File: src/rtl/btb_ctrl.sv
// btb_ctrl - sequencing controller for a 2-way, SETS-set branch target buffer.
//
// Purpose:
//   Serves zero-latency fetch lookups from the storage array, accepts resolved
//   branch updates from execute, performs the update read-modify-write (hit
//   training, victim allocation, LRU maintenance) and walks the whole array on
//   a flush request. This block is the only master of the array read-set and
//   write ports.
//
// Ports:
//   clk, rst                     clock, asynchronous active-high reset
//   lookup_pc                    fetch PC (index pc[IDXW+1:2], tag pc[31:IDXW+2])
//   lookup_ready                 prediction outputs valid this cycle (IDLE only)
//   pred_hit/taken/target        prediction for lookup_pc
//   upd_valid/ready              update handshake
//   upd_pc/taken/target          resolved branch information
//   flush_req                    one-cycle request to invalidate the array
//   flush_busy, flush_done       flush pending/running, completion pulse
//   bf_rd_*                      array read port (set out, way contents in)
//   bf_wr_*                      array write port, bf_wr_lru_* shares bf_wr_set
//
// Handshake: an update transfers in a cycle where upd_valid & upd_ready are
// both high; upd_ready is only high in IDLE with no flush requested or pending,
// and does not depend on upd_valid.
//
// Optional build macro BTB_STATS_EN adds saturating statistics counters
// stat_lookups, stat_hits and stat_allocs (STATW bits each).

module btb_ctrl #(
    parameter int SETS = 8,
    parameter int IDXW = 3,
    parameter int TAGW = 27
`ifdef BTB_STATS_EN
    ,
    parameter int STATW = 32
`endif
) (
    input  logic            clk,
    input  logic            rst,
    input  logic [31:0]     lookup_pc,
    output logic            lookup_ready,
    output logic            pred_hit,
    output logic            pred_taken,
    output logic [31:0]     pred_target,
    input  logic            upd_valid,
    output logic            upd_ready,
    input  logic [31:0]     upd_pc,
    input  logic            upd_taken,
    input  logic [31:0]     upd_target,
    input  logic            flush_req,
    output logic            flush_busy,
    output logic            flush_done,
    output logic [IDXW-1:0] bf_rd_set,
    input  logic            bf_rd_valid0,
    input  logic            bf_rd_valid1,
    input  logic [TAGW-1:0] bf_rd_tag0,
    input  logic [TAGW-1:0] bf_rd_tag1,
    input  logic [31:0]     bf_rd_target0,
    input  logic [31:0]     bf_rd_target1,
    input  logic [1:0]      bf_rd_state0,
    input  logic [1:0]      bf_rd_state1,
    input  logic            bf_rd_lru,
    output logic            bf_wr_en,
    output logic [IDXW-1:0] bf_wr_set,
    output logic            bf_wr_way,
    output logic            bf_wr_valid,
    output logic [TAGW-1:0] bf_wr_tag,
    output logic [31:0]     bf_wr_target,
    output logic [1:0]      bf_wr_state,
    output logic            bf_wr_lru_en,
    output logic            bf_wr_lru_val
`ifdef BTB_STATS_EN
    ,
    output logic [STATW-1:0] stat_lookups,
    output logic [STATW-1:0] stat_hits,
    output logic [STATW-1:0] stat_allocs
`endif
);

    typedef enum logic [1:0] {IDLE, UPD_RD, UPD_WR, FLUSH} state_e;

    localparam logic [IDXW:0] FLUSH_LAST = (IDXW+1)'(2*SETS-1);

    state_e          state_q;
    logic [29:0]     upd_pc_q;        // word address; byte offset is never used
    logic            upd_taken_q;
    logic [31:0]     upd_target_q;
    logic            flush_pend_q;
    logic            flush_done_q;
    logic [IDXW:0]   fcnt_q;          // {set, way} of the current flush write

    // Write decision computed in UPD_RD, applied in UPD_WR.
    logic            wr_do_q, wr_do_d;
    logic            wr_way_q, wr_way_d;
    logic            wr_alloc_q, wr_alloc_d;
    logic [31:0]     wr_target_q, wr_target_d;
    logic [1:0]      wr_state_q, wr_state_d;

    logic            in_idle, in_flush;
    logic [IDXW-1:0] lk_idx, up_idx;
    logic [TAGW-1:0] lk_tag, up_tag, cmp_tag;
    logic            hit0, hit1;
    logic [1:0]      old_state;
    logic            unused_pc_bits;

    assign unused_pc_bits = ^{lookup_pc[1:0], upd_pc[1:0]};

    assign in_idle  = (state_q == IDLE);
    assign in_flush = (state_q == FLUSH);
    assign lk_idx   = lookup_pc[IDXW+1:2];
    assign lk_tag   = lookup_pc[31:IDXW+2];
    assign up_idx   = upd_pc_q[IDXW-1:0];
    assign up_tag   = upd_pc_q[29:IDXW];

    // One tag comparator pair serves both lookups (IDLE) and updates (UPD_RD).
    assign bf_rd_set = in_idle ? lk_idx : up_idx;
    assign cmp_tag   = in_idle ? lk_tag : up_tag;
    assign hit0      = bf_rd_valid0 && (bf_rd_tag0 == cmp_tag);
    assign hit1      = bf_rd_valid1 && (bf_rd_tag1 == cmp_tag);

    // Prediction: way0 wins when both ways match.
    assign lookup_ready = in_idle;
    assign pred_hit     = in_idle && (hit0 || hit1);
    assign pred_taken   = pred_hit && (hit0 ? bf_rd_state0[1] : bf_rd_state1[1]);
    assign pred_target  = !pred_hit ? 32'd0 : (hit0 ? bf_rd_target0 : bf_rd_target1);

    // A same-cycle flush request wins over an update, so ready drops with it.
    assign upd_ready  = in_idle && !flush_pend_q && !flush_req;
    assign flush_busy = flush_pend_q || in_flush || flush_req;
    assign flush_done = flush_done_q;

    // Update decision from the array contents of the update set.
    assign old_state = hit0 ? bf_rd_state0 : bf_rd_state1;

    always_comb begin
        wr_do_d     = 1'b0;
        wr_alloc_d  = 1'b0;
        wr_way_d    = 1'b0;
        wr_target_d = upd_target_q;
        wr_state_d  = 2'b10;
        if (hit0 || hit1) begin
            wr_do_d  = 1'b1;
            wr_way_d = !hit0;
            if (upd_taken_q) begin
                wr_state_d = (old_state == 2'b11) ? 2'b11 : old_state + 2'd1;
            end else begin
                wr_state_d  = (old_state == 2'b00) ? 2'b00 : old_state - 2'd1;
                wr_target_d = hit0 ? bf_rd_target0 : bf_rd_target1;
            end
        end else if (upd_taken_q) begin
            // Allocate: first invalid way, otherwise the LRU way.
            wr_do_d    = 1'b1;
            wr_alloc_d = 1'b1;
            wr_way_d   = !bf_rd_valid0 ? 1'b0 : (!bf_rd_valid1 ? 1'b1 : bf_rd_lru);
        end
    end

    // Array write port: flush sweep or the registered update write.
    assign bf_wr_en      = in_flush || ((state_q == UPD_WR) && wr_do_q);
    assign bf_wr_set     = in_flush ? fcnt_q[IDXW:1] : up_idx;
    assign bf_wr_way     = in_flush ? fcnt_q[0] : wr_way_q;
    assign bf_wr_valid   = (state_q == UPD_WR);
    assign bf_wr_tag     = in_flush ? '0 : up_tag;
    assign bf_wr_target  = in_flush ? 32'd0 : wr_target_q;
    assign bf_wr_state   = in_flush ? 2'b01 : wr_state_q;
    assign bf_wr_lru_en  = in_flush ? fcnt_q[0] : ((state_q == UPD_WR) && wr_do_q);
    assign bf_wr_lru_val = in_flush ? 1'b0 : !wr_way_q;

    always_ff @(posedge clk or posedge rst) begin
        if (rst) begin
            state_q      <= IDLE;
            upd_pc_q     <= '0;
            upd_taken_q  <= 1'b0;
            upd_target_q <= '0;
            flush_pend_q <= 1'b0;
            flush_done_q <= 1'b0;
            fcnt_q       <= '0;
            wr_do_q      <= 1'b0;
            wr_way_q     <= 1'b0;
            wr_alloc_q   <= 1'b0;
            wr_target_q  <= '0;
            wr_state_q   <= '0;
        end else begin
            flush_done_q <= 1'b0;
            case (state_q)
                IDLE: begin
                    if (flush_req || flush_pend_q) begin
                        state_q      <= FLUSH;
                        flush_pend_q <= 1'b0;
                        fcnt_q       <= '0;
                    end else if (upd_valid) begin
                        upd_pc_q     <= upd_pc[31:2];
                        upd_taken_q  <= upd_taken;
                        upd_target_q <= upd_target;
                        state_q      <= UPD_RD;
                    end
                end
                UPD_RD: begin
                    wr_do_q     <= wr_do_d;
                    wr_way_q    <= wr_way_d;
                    wr_alloc_q  <= wr_alloc_d;
                    wr_target_q <= wr_target_d;
                    wr_state_q  <= wr_state_d;
                    if (flush_req) flush_pend_q <= 1'b1;
                    state_q <= UPD_WR;
                end
                UPD_WR: begin
                    // The update write happens this cycle; a pending flush follows directly.
                    if (flush_req || flush_pend_q) begin
                        state_q      <= FLUSH;
                        flush_pend_q <= 1'b0;
                        fcnt_q       <= '0;
                    end else begin
                        state_q <= IDLE;
                    end
                end
                FLUSH: begin
                    if (fcnt_q == FLUSH_LAST) begin
                        state_q      <= IDLE;
                        flush_done_q <= 1'b1;
                    end else begin
                        fcnt_q <= fcnt_q + 1'b1;
                    end
                end
                default: state_q <= IDLE;
            endcase
        end
    end

`ifdef BTB_STATS_EN
    always_ff @(posedge clk or posedge rst) begin
        if (rst) begin
            stat_lookups <= '0;
            stat_hits    <= '0;
            stat_allocs  <= '0;
        end else if (in_flush && (fcnt_q == '0)) begin
            stat_lookups <= '0;
            stat_hits    <= '0;
            stat_allocs  <= '0;
        end else begin
            if (in_idle && (stat_lookups != '1)) stat_lookups <= stat_lookups + 1'b1;
            if (pred_hit && (stat_hits != '1)) stat_hits <= stat_hits + 1'b1;
            if ((state_q == UPD_WR) && wr_alloc_q && (stat_allocs != '1))
                stat_allocs <= stat_allocs + 1'b1;
        end
    end
`endif

endmodule
File: config.mk
export PLATFORM = sky130hd
export DESIGN_NAME = btb_ctrl
export DESIGN_NICKNAME = d
export VERILOG_FILES = /design/src/rtl/btb_ctrl.sv
export SDC_FILE = /design/constraint.sdc
export NUM_CORES = 1
export LEC_CHECK = 0
export BUFFER_PORTS_ARGS = -buffer_cell sky130_fd_sc_hd__buf_2
export CAP_MARGIN = 20
export CORE_MARGIN = 8
export CORE_UTILIZATION = 49
export CTS_CLUSTER_DIAMETER = 40
export DETAILED_ROUTE_END_ITERATION = 16
export PLACE_DENSITY = 0.93
export SLEW_MARGIN = 30
export SYNTH_ARGS = -nofsm -noshare
export SYNTH_HDL_FRONTEND = slang
export SYNTH_SLANG_ARGS = --single-unit
File: constraint.sdc
create_clock -name clk -period 4.5 [get_ports clk]
set_input_delay 0.9 -clock clk [delete_from_list [all_inputs] [get_ports clk]]
set_output_delay 0.9 -clock clk [all_outputs]
set_load 0.03 [all_outputs]
==> flow_summary.json, run 1 <==
{
  "outcome": "completed",
  "worstReg2RegStart": "state_q[0]",
  "hold_slack_ns": 0.4844,
  "tritoncts": "yes",
  "post_synth_net_total": 1044,
  "critical_path.cell_chain": "buf_2 -> nor3b_1 -> or3_1 -> a222oi_1 -> nand4_1 -> or4_4 -> buf_12 -> mux2i_1 -> nor2_1 -> buf_4",
  "clkTransAtPathRegs_ns": 0.07,
  "synth.distinct_cells": 64,
  "first_global_vias": 7501,
  "detailedRoute.firstIterationViolations": 781,
  "synth_area_per_cell_um2": 9.258,
  "multiInputGateArea_um2": 4457,
  "clk_latency_ns": 0.36,
  "setup.reg_to_reg.worst_slack_ns": 1.08,
  "cts-root-buf": "sky130_fd_sc_hd__clkbuf_16",
  "overall_via_count_from_detail_route": 7568,
  "postRouteAntennaNets": 0,
  "dominantRegCellSynth": "sky130_fd_sc_hd__dfrtp_1",
  "hold_buffers": 0,
  "report.final.slew_viol_count": 0,
  "wire_per_inst_um": 20.63,
  "max_freq_mhz": 228.0,
  "route.final.wire_length_um": 27300,
  "synthesis.area_um2": 7564,
  "cts_inserted_buffers": 9,
  "drv.max_cap_violation_count": 0,
  "fp.dieArea_um2": 19670,
  "cpMaxStageDelayCell": "sky130_fd_sc_hd__or4_4",
  "vdd.ir_drop.worst_mv": 0.3325,
  "synth_enable_flop_cells": 0,
  "firstDrtPassIters": 5,
  "worstMarginPinSlew_ns": 0.8940,
  "die_w_um": 140.2,
  "cells_on_worst_hold_path": 2,
  "gp_routability_congestion": 0.9911,
  "worst_setup_path_startpoint": "lookup_pc[20]",
  "synth_area_leaders": "sky130_fd_sc_hd__dfrtp_1 35%, sky130_fd_sc_hd__mux2_2 10%, sky130_fd_sc_hd__and2_1 6.7%",
  "critPathKind": "in2out",
  "finalClockSkew_ns": 0.01055,
  "synth-seq-area-share_pct": 35.40,
  "place.detailed.hpwl_um": 21320,
  "timing.final.crit_share_pct": 97.47,
  "finalCoreUtilization_pct": 64.39,
  "power.density_nw_per_um2": 611.5,
  "crit_path_end": "pred_target[4]",
  "core_area_um2": 15150,
  "worst_ep_arrival_time_ns": 3.49,
  "global_route.usage.total_pct": 26.39,
  "ioPinCount": 336,
  "post_route_cells_drive_above_1_share_pct": 41.34,
  "layout_min_cycle_time_ns": 4.386,
  "grt_pass1_wl_um": 40940,
  "timing.critical_path.slowest_cell_delay_ns": 0.56,
  "number_of_port_buffers": 331,
  "grt_antenna_before_repair": 2,
  "fin_nets": 1354,
  "synthCells": 817,
  "clk_path_buf_depth": 2,
  "seq_area_um2": 2678,
  "worstSetupStartpointType": "primary input",
  "fillerInstances": 1278,
  "largest_net_degree_at_the_start_of_global_routing": 96,
  "crit_path_max_fanout": 95,
  "ys.warnings.count": 0,
  "htreeDepth": 3,
  "leakagePower_nw": 5.086,
  "die_height_um": 140.2,
  "cell_with_the_most_instances_after_synthesis": "sky130_fd_sc_hd__dfrtp_1",
  "avgViaCountPerCell": 5.720,
  "crit_path_end_kind": "output port",
  "remaining_drc_errors": 0,
  "regToRegEndpoint": "wr_target_q[20]",
  "initial_utilization_pct": 49.94,
  "setup_viol": 0,
  "req_time_crit_path_ns": 3.60,
  "synth_top_area_share_pct": 35.40,
  "syn_to_final_growth_pct": 28.95,
  "clock_sinks": 107,
  "final_hold_violation_count": 0,
  "synth_top_area_cell": "sky130_fd_sc_hd__dfrtp_1",
  "ys_ff_latch": 107,
  "worst_hold_path_type": "reg2reg",
  "slew_headroom_pct": 40.19,
  "synth_commonest_cells": "107 x sky130_fd_sc_hd__dfrtp_1, 81 x sky130_fd_sc_hd__and2_1, 77 x sky130_fd_sc_hd__nor2_1",
  "grt_remaining_overflow": 0,
  "async_reset_ff_share_pct": 100.0,
  "reg2regPathDepth": 11,
  "core.rowCount": 45
}
==> cell usage in the layout (no fill, tap or decap), types with 3 or more instances in the layout <==
cell type | netlist | final
sky130_fd_sc_hd__a21o_1 | 3 | 3
sky130_fd_sc_hd__o21a_1 | 6 | 6
sky130_fd_sc_hd__or3b_2 | 3 | 3
sky130_fd_sc_hd__nor3b_1 | 3 | 3
sky130_fd_sc_hd__diode_2 | 0 | 3
sky130_fd_sc_hd__o21ai_0 | 15 | 14
sky130_fd_sc_hd__nand3_1 | 11 | 11
sky130_fd_sc_hd__buf_6 | 16 | 3
sky130_fd_sc_hd__mux2_2 | 69 | 69
sky130_fd_sc_hd__a211o_1 | 34 | 34
sky130_fd_sc_hd__a31o_2 | 3 | 3
sky130_fd_sc_hd__nand4_1 | 6 | 6
sky130_fd_sc_hd__nor2_1 | 77 | 76
sky130_fd_sc_hd__a21oi_1 | 28 | 26
sky130_fd_sc_hd__maj3_1 | 3 | 3
sky130_fd_sc_hd__o22ai_1 | 6 | 6
sky130_fd_sc_hd__a31oi_1 | 5 | 5
sky130_fd_sc_hd__xor2_1 | 12 | 12
sky130_fd_sc_hd__clkbuf_16 | 0 | 9
sky130_fd_sc_hd__nor4_1 | 4 | 4
sky130_fd_sc_hd__a31o_1 | 30 | 30
sky130_fd_sc_hd__buf_2 | 10 | 319
sky130_fd_sc_hd__o221ai_1 | 9 | 9
sky130_fd_sc_hd__nor3_1 | 5 | 5
sky130_fd_sc_hd__o2111ai_1 | 10 | 9
sky130_fd_sc_hd__nand2b_1 | 15 | 15
sky130_fd_sc_hd__and3_1 | 3 | 3
sky130_fd_sc_hd__inv_1 | 36 | 35
sky130_fd_sc_hd__buf_4 | 2 | 29
sky130_fd_sc_hd__or3_1 | 5 | 5
sky130_fd_sc_hd__mux2i_1 | 40 | 39
sky130_fd_sc_hd__and2_1 | 81 | 81
sky130_fd_sc_hd__dfrtp_1 | 107 | 107
sky130_fd_sc_hd__nand2_1 | 57 | 55
sky130_fd_sc_hd__inv_6 | 1 | 4
sky130_fd_sc_hd__xnor2_1 | 23 | 23
sky130_fd_sc_hd__nor2b_1 | 11 | 11
==> power breakdown <==
part	total, mW	switching, mW	leakage, nW	internal (mW)
Combinational	3.42	2.06	3.61	1.36
Sequential	1.75	0.358	1.33	1.39
Clock	0.789	0.397	0.143	0.392
Total	5.96	2.81	5.09	3.15
==> per-layer routing <==
layer  GRT usage (%)  vias to the layer above  wire, µm
met3           6.762                       34      2372
met5               0                        -         0
met2           45.68                      358     13830
met1           31.73                     3655     10650
met4           7.429                        0       444
li1                -                     3521         -
==> registers in the layout, summed over array words and instances, names as in the netlist <==
name and cells:
flush_pend_q 1, upd_target_q 32, upd_pc_q 30, upd_taken_q 1, wr_way_q 1, wr_target_q 32
wr_state_q 2, state_q 2, wr_do_q 1, flush_done 1, fcnt_q 4
==> stage by stage <==
step	power (mW)	area (µm²)	TNS, ns	cells	setup WS, ns
2_1_floorplan	4.020	7564	0	817	0.2074
3_3_place_gp	4.945	9316	0	1302	0.09694
3_5_place_dp	5.045	9316	0	1302	0.1035
4_1_cts	5.850	9610	0	1318	0.05545
5_1_grt	6.292	9751	-0.1945	1322	-0.04343
6_report	5.964	9753	0	1323	0.1137
==> worst min-delay path by stage <==
stage                           from               to  slack, ns
global route        upd_target_q[17]  wr_target_q[17]       0.50
detailed placement   upd_target_q[3]   wr_target_q[3]       0.47
finish                 wr_state_q[0]    wr_state_q[0]       0.48
floorplan              wr_state_q[0]    wr_state_q[0]       0.44
CTS                 upd_target_q[14]  wr_target_q[14]       0.49
global placement    upd_target_q[25]  wr_target_q[25]       0.46
==> cells by family after synthesis <==
kind of cell | after synthesis | share of synthesized area, %
mux | 109 | 15.57
xor+xnor | 35 | 4.053
fa+ha+maj | 4 | 0.5624
buf+inv | 94 | 6.584
simple gates | 292 | 20.08
flops | 107 | 35.40
compound gates | 176 | 17.75
==> timing repair <==
action,4_1_cts,5_1_grt
resized for setup,0,40
endpoints found under the hold margin,0,0
setup buffers,0,1
endpoints found under the setup margin,0,34
==> cell type report <==
class                      instances  share of cell area [%]
inverter                          37                   1.745
antenna                            3                 0.07697
sequential                       107                   27.45
clock buffer                       9                   2.309
tap                              188                   2.412
timing repair inverter             1                 0.08980
clock inverter                     7                  0.7056
timing repair buffer             355                   19.51
multi-input combinational        616                   45.70
==> worst max-delay path, delay by kind of cell <==
family,cells,cell delay (ns)
AND/OR/NAND/NOR,5,1.28
buffers and inverters,3,0.51
AO/OA/AOI/OAI,1,0.40
multiplexers,1,0.30
(Power assumes the default switching activity.)
==> run 2, diff against run 1 <==
CORE_UTILIZATION = 45   (was 49)
PLACE_DENSITY = 0.87   (was 0.93)
==> run 2 against run 1 <==
Final area rose by 1.7%. Clock-buffer cell count up 1. Critical endpoint is now pred_target[29]. Highest routed layer is now met5. Clock skew grew 0.0030 ns. Clock power grew 3.0%. Setup slack worse by 0.069 ns. Final cell count up 3.0%. Critical path type is now reg2out. Sequential power is essentially flat.
==> flow_summary.json, run 2 (synthesized netlist as in run 1, its figures left out) <==
{
  "core.rowCount": 47,
  "worst_ep_arrival_time_ns": 3.56,
  "hold_buffers": 0,
  "die_height_um": 145.6,
  "worst_hold_path_type": "reg2reg",
  "syn_to_final_growth_pct": 31.12,
  "post_route_cells_drive_above_1_share_pct": 41.46,
  "postPlaceCellArea_um2": 9389,
  "first_global_vias": 7812,
  "switching_power_mw": 2.829,
  "firstDrtPassIters": 5,
  "worstMarginPinSlew_ns": 0.7224,
  "crit_path_end_kind": "output port",
  "postRouteAntennaNets": 0,
  "finalCoreUtilization_pct": 60.01,
  "vdd.ir_drop.worst_mv": 0.4419,
  "cts_inserted_buffers": 9,
  "seq_area_um2": 2679,
  "power.combinational.fraction_pct": 57.1,
  "route.final.wire_length_um": 28610,
  "layout_min_cycle_time_ns": 4.455,
  "worst_min_delay_path_startpoint": "upd_target_q[16]",
  "fp.dieArea_um2": 21210,
  "worstReg2RegStart": "state_q[0]",
  "p_seq_share_pct": 29.3,
  "htreeDepth": 3,
  "clock_sinks": 107,
  "clkTransAtPathRegs_ns": 0.08,
  "cpMaxStageDelayCell": "sky130_fd_sc_hd__or4_4",
  "ioPinCount": 336,
  "critical_path_buf_inv_count": 3,
  "worstSetupStartpointType": "flip-flop",
  "initial_utilization_pct": 45.77,
  "timing.final.crit_share_pct": 99.01,
  "number_of_port_buffers": 331,
  "die_w_um": 145.6,
  "power_report.internal_total_mw": 3.163,
  "drv.max_cap_violation_count": 0,
  "wire_per_inst_um": 20.99,
  "final_hold_violation_count": 0,
  "p_sw_share_pct": 47.22,
  "place.detailed.hpwl_um": 21800,
  "reg.largest.list": "upd_target_q x32, wr_target_q x32, upd_pc_q x30",
  "fillerInstances": 1420,
  "global_route.usage.total_pct": 25.49,
  "detailedPlace.worstSlack_ns": 0.02688,
  "largest_net_degree_at_the_start_of_global_routing": 78,
  "tritoncts": "yes",
  "cts-root-buf": "sky130_fd_sc_hd__clkbuf_16",
  "max_freq_mhz": 224.4,
  "setup_slack_ns": 0.04452,
  "final_common_cell": "sky130_fd_sc_hd__buf_2",
  "critical_path.cell_chain": "buf_6 -> or3_1 -> a21o_1 -> a2111oi_2 -> nand4_1 -> or4_4 -> o21a_1 -> nand2b_4 -> clkbuf_16 -> nor2_1 -> buf_4",
  "timing.critical_path.max_delay_family": "simple AND/OR/NAND/NOR gates",
  "timing.critical_path.slowest_cell_delay_ns": 0.45,
  "core_area_um2": 16520,
  "report.final.slew_viol_count": 0,
  "final_design_area_no_fill_um2": 9917,
  "req_time_crit_path_ns": 3.60,
  "avgViaCountPerCell": 5.653,
  "slew_headroom_pct": 51.84,
  "hold_slack_ns": 0.4875,
  "finalNonFillerCells": 1363,
  "fin_nets": 1358,
  "p_clk_share_pct": 13.6,
  "multiInputGateArea_um2": 4436,
  "crit_path_max_fanout": 22,
  "grt_pass1_wl_um": 43320,
  "power.density_nw_per_um2": 604.2,
  "setup_viol": 0,
  "outcome": "completed",
  "critPathKind": "reg2out",
  "overall_via_count_from_detail_route": 7705,
  "remaining_drc_errors": 0,
  "gp_routability_congestion": 0.9871,
  "detailedRoute.firstIterationViolations": 656,
  "leakagePower_nw": 5.147,
  "grt_antenna_before_repair": 8,
  "dp_cells": 1334,
  "clk_path_buf_depth": 2,
  "leading_cell_types_in_the_layout_fill_and_taps_excluded": "312 x sky130_fd_sc_hd__buf_2, 106 x sky130_fd_sc_hd__dfrtp_1, 81 x sky130_fd_sc_hd__and2_1",
  "finalClockSkew_ns": 0.01352,
  "worst_setup_path_startpoint": "state_q[0]",
  "grt_remaining_overflow": 0,
  "clk_latency_ns": 0.36
}
[run 2: cell count changes in the layout (fill, tap and decap cells not counted), sizes merged]
cell | before | now
buf | 353 | 351
clkinv | 2 | 1
inv | 41 | 42
clkinvlp | 1 | 0
clkbuf | 11 | 18
diode | 3 | 7
[run 2: metal layers]
| layer | vias up | wire, µm | global-route usage, % |
|---|---|---|---|
| met5 | - | 12 | 0 |
| met4 | 2 | 710 | 8.693 |
| met3 | 51 | 2112 | 5.442 |
| met2 | 371 | 14150 | 43.04 |
| met1 | 3739 | 11620 | 31.67 |
| li1 | 3542 | - | - |
[run 2: layout make-up]
type                       instances  share of cell area [%]
multi-input combinational        616                   44.73
sequential                       107                   27.01
timing repair buffer             359                   20.44
tap                              220                   2.776
clock buffer                      10                   2.410
inverter                          37                   1.716
clock inverter                     6                  0.6561
antenna                            7                  0.1766
timing repair inverter             1                 0.08832
[run 2: through the flow]
stage	total power, mW	TNS [ns]
detailed placement	5.046	0
global route	6.344	-0.05832
finish	5.992	0
global placement	4.958	0
floorplan	4.020	0
CTS	5.888	0
[run 2: power groups by stage]
stage | Sequential (mW) | Clock (mW) | Combinational [mW]
floorplan | 1.61 | 0 | 2.41
global placement | 1.72 | 0 | 3.24
detailed placement | 1.75 | 0 | 3.30
CTS | 1.74 | 0.834 | 3.32
global route | 1.81 | 0.872 | 3.66
finish | 1.76 | 0.813 | 3.42
[run 2: what timing repair did]
| action | CTS | global route |
|---|---|---|
| cloned | 0 | 3 |
| pin swaps | 0 | 4 |
| setup buffers | 0 | 3 |
| setup endpoints to repair | 34 | 34 |
| gates resized for setup | 5 | 45 |
[run 2: final timing paths]
check / end / slack [ns] / depth (start not counted)
max in group asynchronous: wr_target_q[27] / 2.92 / 3
worst max register to register: wr_target_q[23] / 0.89 / 11
min in group asynchronous: upd_pc_q[10] / 0.66 / 2
worst min-delay path: wr_target_q[16] / 0.49 / 1
worst max-delay path: pred_target[29] / 0.04 / 11
worst min register to register: wr_target_q[16] / 0.49 / 1
==> run 3, diff against run 2 <==
BUFFER_PORTS_ARGS = default   (was -buffer_cell sky130_fd_sc_hd__buf_2)
DONT_BUFFER_PORTS = 1   (was default)
PLACE_DENSITY = 0.7   (was 0.87)
==> run 3 against run 2 <==
Clock skew shrank 0.0037 ns. Critical path depth is the same. Sequential power is essentially flat. Clock power grew 2.8%. Via count shrank 17%. Combinational power shrank 11%. Final area shrank 14%. Utilization shrank 8.5 points. Sequential share of layout area grew 4.5 points. Wire length shrank 8.2%. Register-to-register slack gained 0.05 ns. Clock-buffer cell count shrank 1. Largest power group unchanged. Highest routed layer unchanged.
==> flow_summary.json, run 3 (synthesized netlist as in run 1, its figures left out) <==
{
  "outcome": "completed",
  "clkTransAtPathRegs_ns": 0.08,
  "finalClockSkew_ns": 0.009870,
  "global_route.usage.total_pct": 23.42,
  "htreeDepth": 3,
  "critPathKind": "reg2out",
  "power.density_nw_per_um2": 660.7,
  "layout_min_cycle_time_ns": 4.438,
  "overall_via_count_from_detail_route": 6427,
  "core_area_um2": 16520,
  "detailedPlace.worstSlack_ns": 0.09573,
  "leakagePower_nw": 3.895,
  "rsz0062_at_grt": "yes",
  "first_global_vias": 6485,
  "cts-root-buf": "sky130_fd_sc_hd__clkbuf_16",
  "remaining_drc_errors": 0,
  "worstMarginPinSlew_ns": 0.9141,
  "crit_path_end_kind": "output port",
  "cts_inserted_buffers": 9,
  "initial_utilization_pct": 45.77,
  "core.rowCount": 47,
  "req_time_crit_path_ns": 3.60,
  "clk_latency_ns": 0.35,
  "hold_buffers": 0,
  "max_freq_mhz": 225.3,
  "setup_viol": 0,
  "syn_to_final_growth_pct": 12.46,
  "fp.dieArea_um2": 21210,
  "worst_hold_path_type": "in2async",
  "gp_routability_congestion": 0.9179,
  "firstDrtPassIters": 5,
  "grt_antenna_before_repair": 4,
  "place.detailed.hpwl_um": 19860,
  "final_hold_violation_count": 0,
  "largest_net_degree_at_the_start_of_global_routing": 105,
  "leading_cell_types_in_the_layout_fill_and_taps_excluded": "106 x sky130_fd_sc_hd__dfrtp_1, 81 x sky130_fd_sc_hd__and2_1, 72 x sky130_fd_sc_hd__nor2_1",
  "die_w_um": 145.6,
  "detailedRoute.firstIterationViolations": 507,
  "final_common_cell": "sky130_fd_sc_hd__dfrtp_1",
  "slew_headroom_pct": 39.06,
  "finalNonFillerCells": 1062,
  "dp_cells": 1032,
  "setup.reg_to_reg.worst_slack_ns": 0.94,
  "crit_path_max_fanout": 17,
  "number_of_port_buffers": 0,
  "wire_per_inst_um": 24.73,
  "clk_path_buf_depth": 2,
  "post_route_cells_drive_above_1_share_pct": 21.69,
  "ioPinCount": 336,
  "fin_nets": 1061,
  "clock_sinks": 107,
  "route.final.wire_length_um": 26260,
  "grt_pass1_wl_um": 39040,
  "setup_slack_ns": 0.06189,
  "avgViaCountPerCell": 6.052,
  "drv.max_cap_violation_count": 0,
  "worstSetupStartpointType": "flip-flop",
  "grt_remaining_overflow": 0,
  "reg.largest.list": "upd_target_q x32, wr_target_q x32, upd_pc_q x30",
  "worst_ep_arrival_time_ns": 3.54,
  "postRouteAntennaNets": 0,
  "vdd.ir_drop.worst_mv": 0.3742,
  "timing.final.crit_share_pct": 98.62,
  "tritoncts": "yes",
  "report.final.slew_viol_count": 0,
  "die_height_um": 145.6,
  "finalCoreUtilization_pct": 51.47,
  "hold_slack_ns": 0.3368
}
==> run 3: cell types whose count changed in the layout (fill, tap and decap cells not counted), sizes merged <==
| cell | before | now |
|---|---|---|
| inv | 42 | 37 |
| clkinv | 1 | 3 |
| clkbuf | 18 | 11 |
| clkinvlp | 0 | 3 |
| diode | 7 | 3 |
| buf | 351 | 61 |
==> run 3: per-layer routing <==
metal / vias up / global-route usage, % / wire, µm
li1: 2930 / - / -
met2: 313 / 38.97 / 12700
met5: - / 0 / 10
met3: 61 / 9.204 / 2806
met1: 3121 / 26.79 / 9982
met4: 2 / 8.485 / 762
==> run 3: area by class of cell <==
| class | count | area [µm²] |
|---|---|---|
| clock inverters | 7 | 88.84 |
| inverters | 37 | 146.4 |
| diodes | 3 | 7.507 |
| well taps | 220 | 275.3 |
| multi-input cells | 616 | 4507 |
| repair buffers | 63 | 576.8 |
| clock buffers | 9 | 225.2 |
| fillers | 1550 | 8019 |
| flip-flops and latches | 107 | 2679 |
==> run 3: critical path, stage by stage, from the launching register on <==
cell	delay, ns
sky130_fd_sc_hd__dfrtp_2	0.44
sky130_fd_sc_hd__buf_12	0.15
sky130_fd_sc_hd__or3_1	0.41
sky130_fd_sc_hd__a21o_1	0.20
sky130_fd_sc_hd__a2111oi_4	0.35
sky130_fd_sc_hd__nand4_1	0.18
sky130_fd_sc_hd__or4_4	0.56
sky130_fd_sc_hd__o21a_1	0.21
sky130_fd_sc_hd__nand2b_4	0.19
sky130_fd_sc_hd__buf_12	0.17
sky130_fd_sc_hd__nor2_1	0.13
sky130_fd_sc_hd__buf_4	0.18
==> run 3: final timing paths <==
check / start / end / depth (start not counted)
max reg2reg: state_q[0] / wr_target_q[3] / 12
min in group clk: wr_state_q[0] / wr_state_q[0] / 2
max: state_q[0] / pred_target[5] / 11
min reg2reg: wr_state_q[0] / wr_state_q[0] / 2
max in group asynchronous: rst / state_q[0] / 2
min: rst / upd_target_q[31] / 1
==> run 3: power by group <==
| group | internal [mW] | switching, mW |
|---|---|---|
| clock | 0.442 | 0.394 |
| sequential | 1.40 | 0.342 |
| combinational | 1.09 | 1.96 |
==> run 3: per-stage QoR <==
| step | setup TNS, ns | power [mW] | cell area (µm²) |
|---|---|---|---|
| finish | 0 | 5.619 | 8506 |
| CTS | 0 | 5.514 | 8273 |
| floorplan | 0 | 4.020 | 7564 |
| detailed placement | 0 | 4.653 | 7950 |
| global route | -0.7337 | 5.939 | 8506 |
| global placement | 0 | 4.574 | 7930 |
==> run 3: repair_timing <==
action / in CTS / in global routing
endpoints found under the setup margin: 33 / 34
gates cloned: 0 / 3
pin swaps: 0 / 5
setup buffers: 0 / 8
resized for setup: 4 / 23
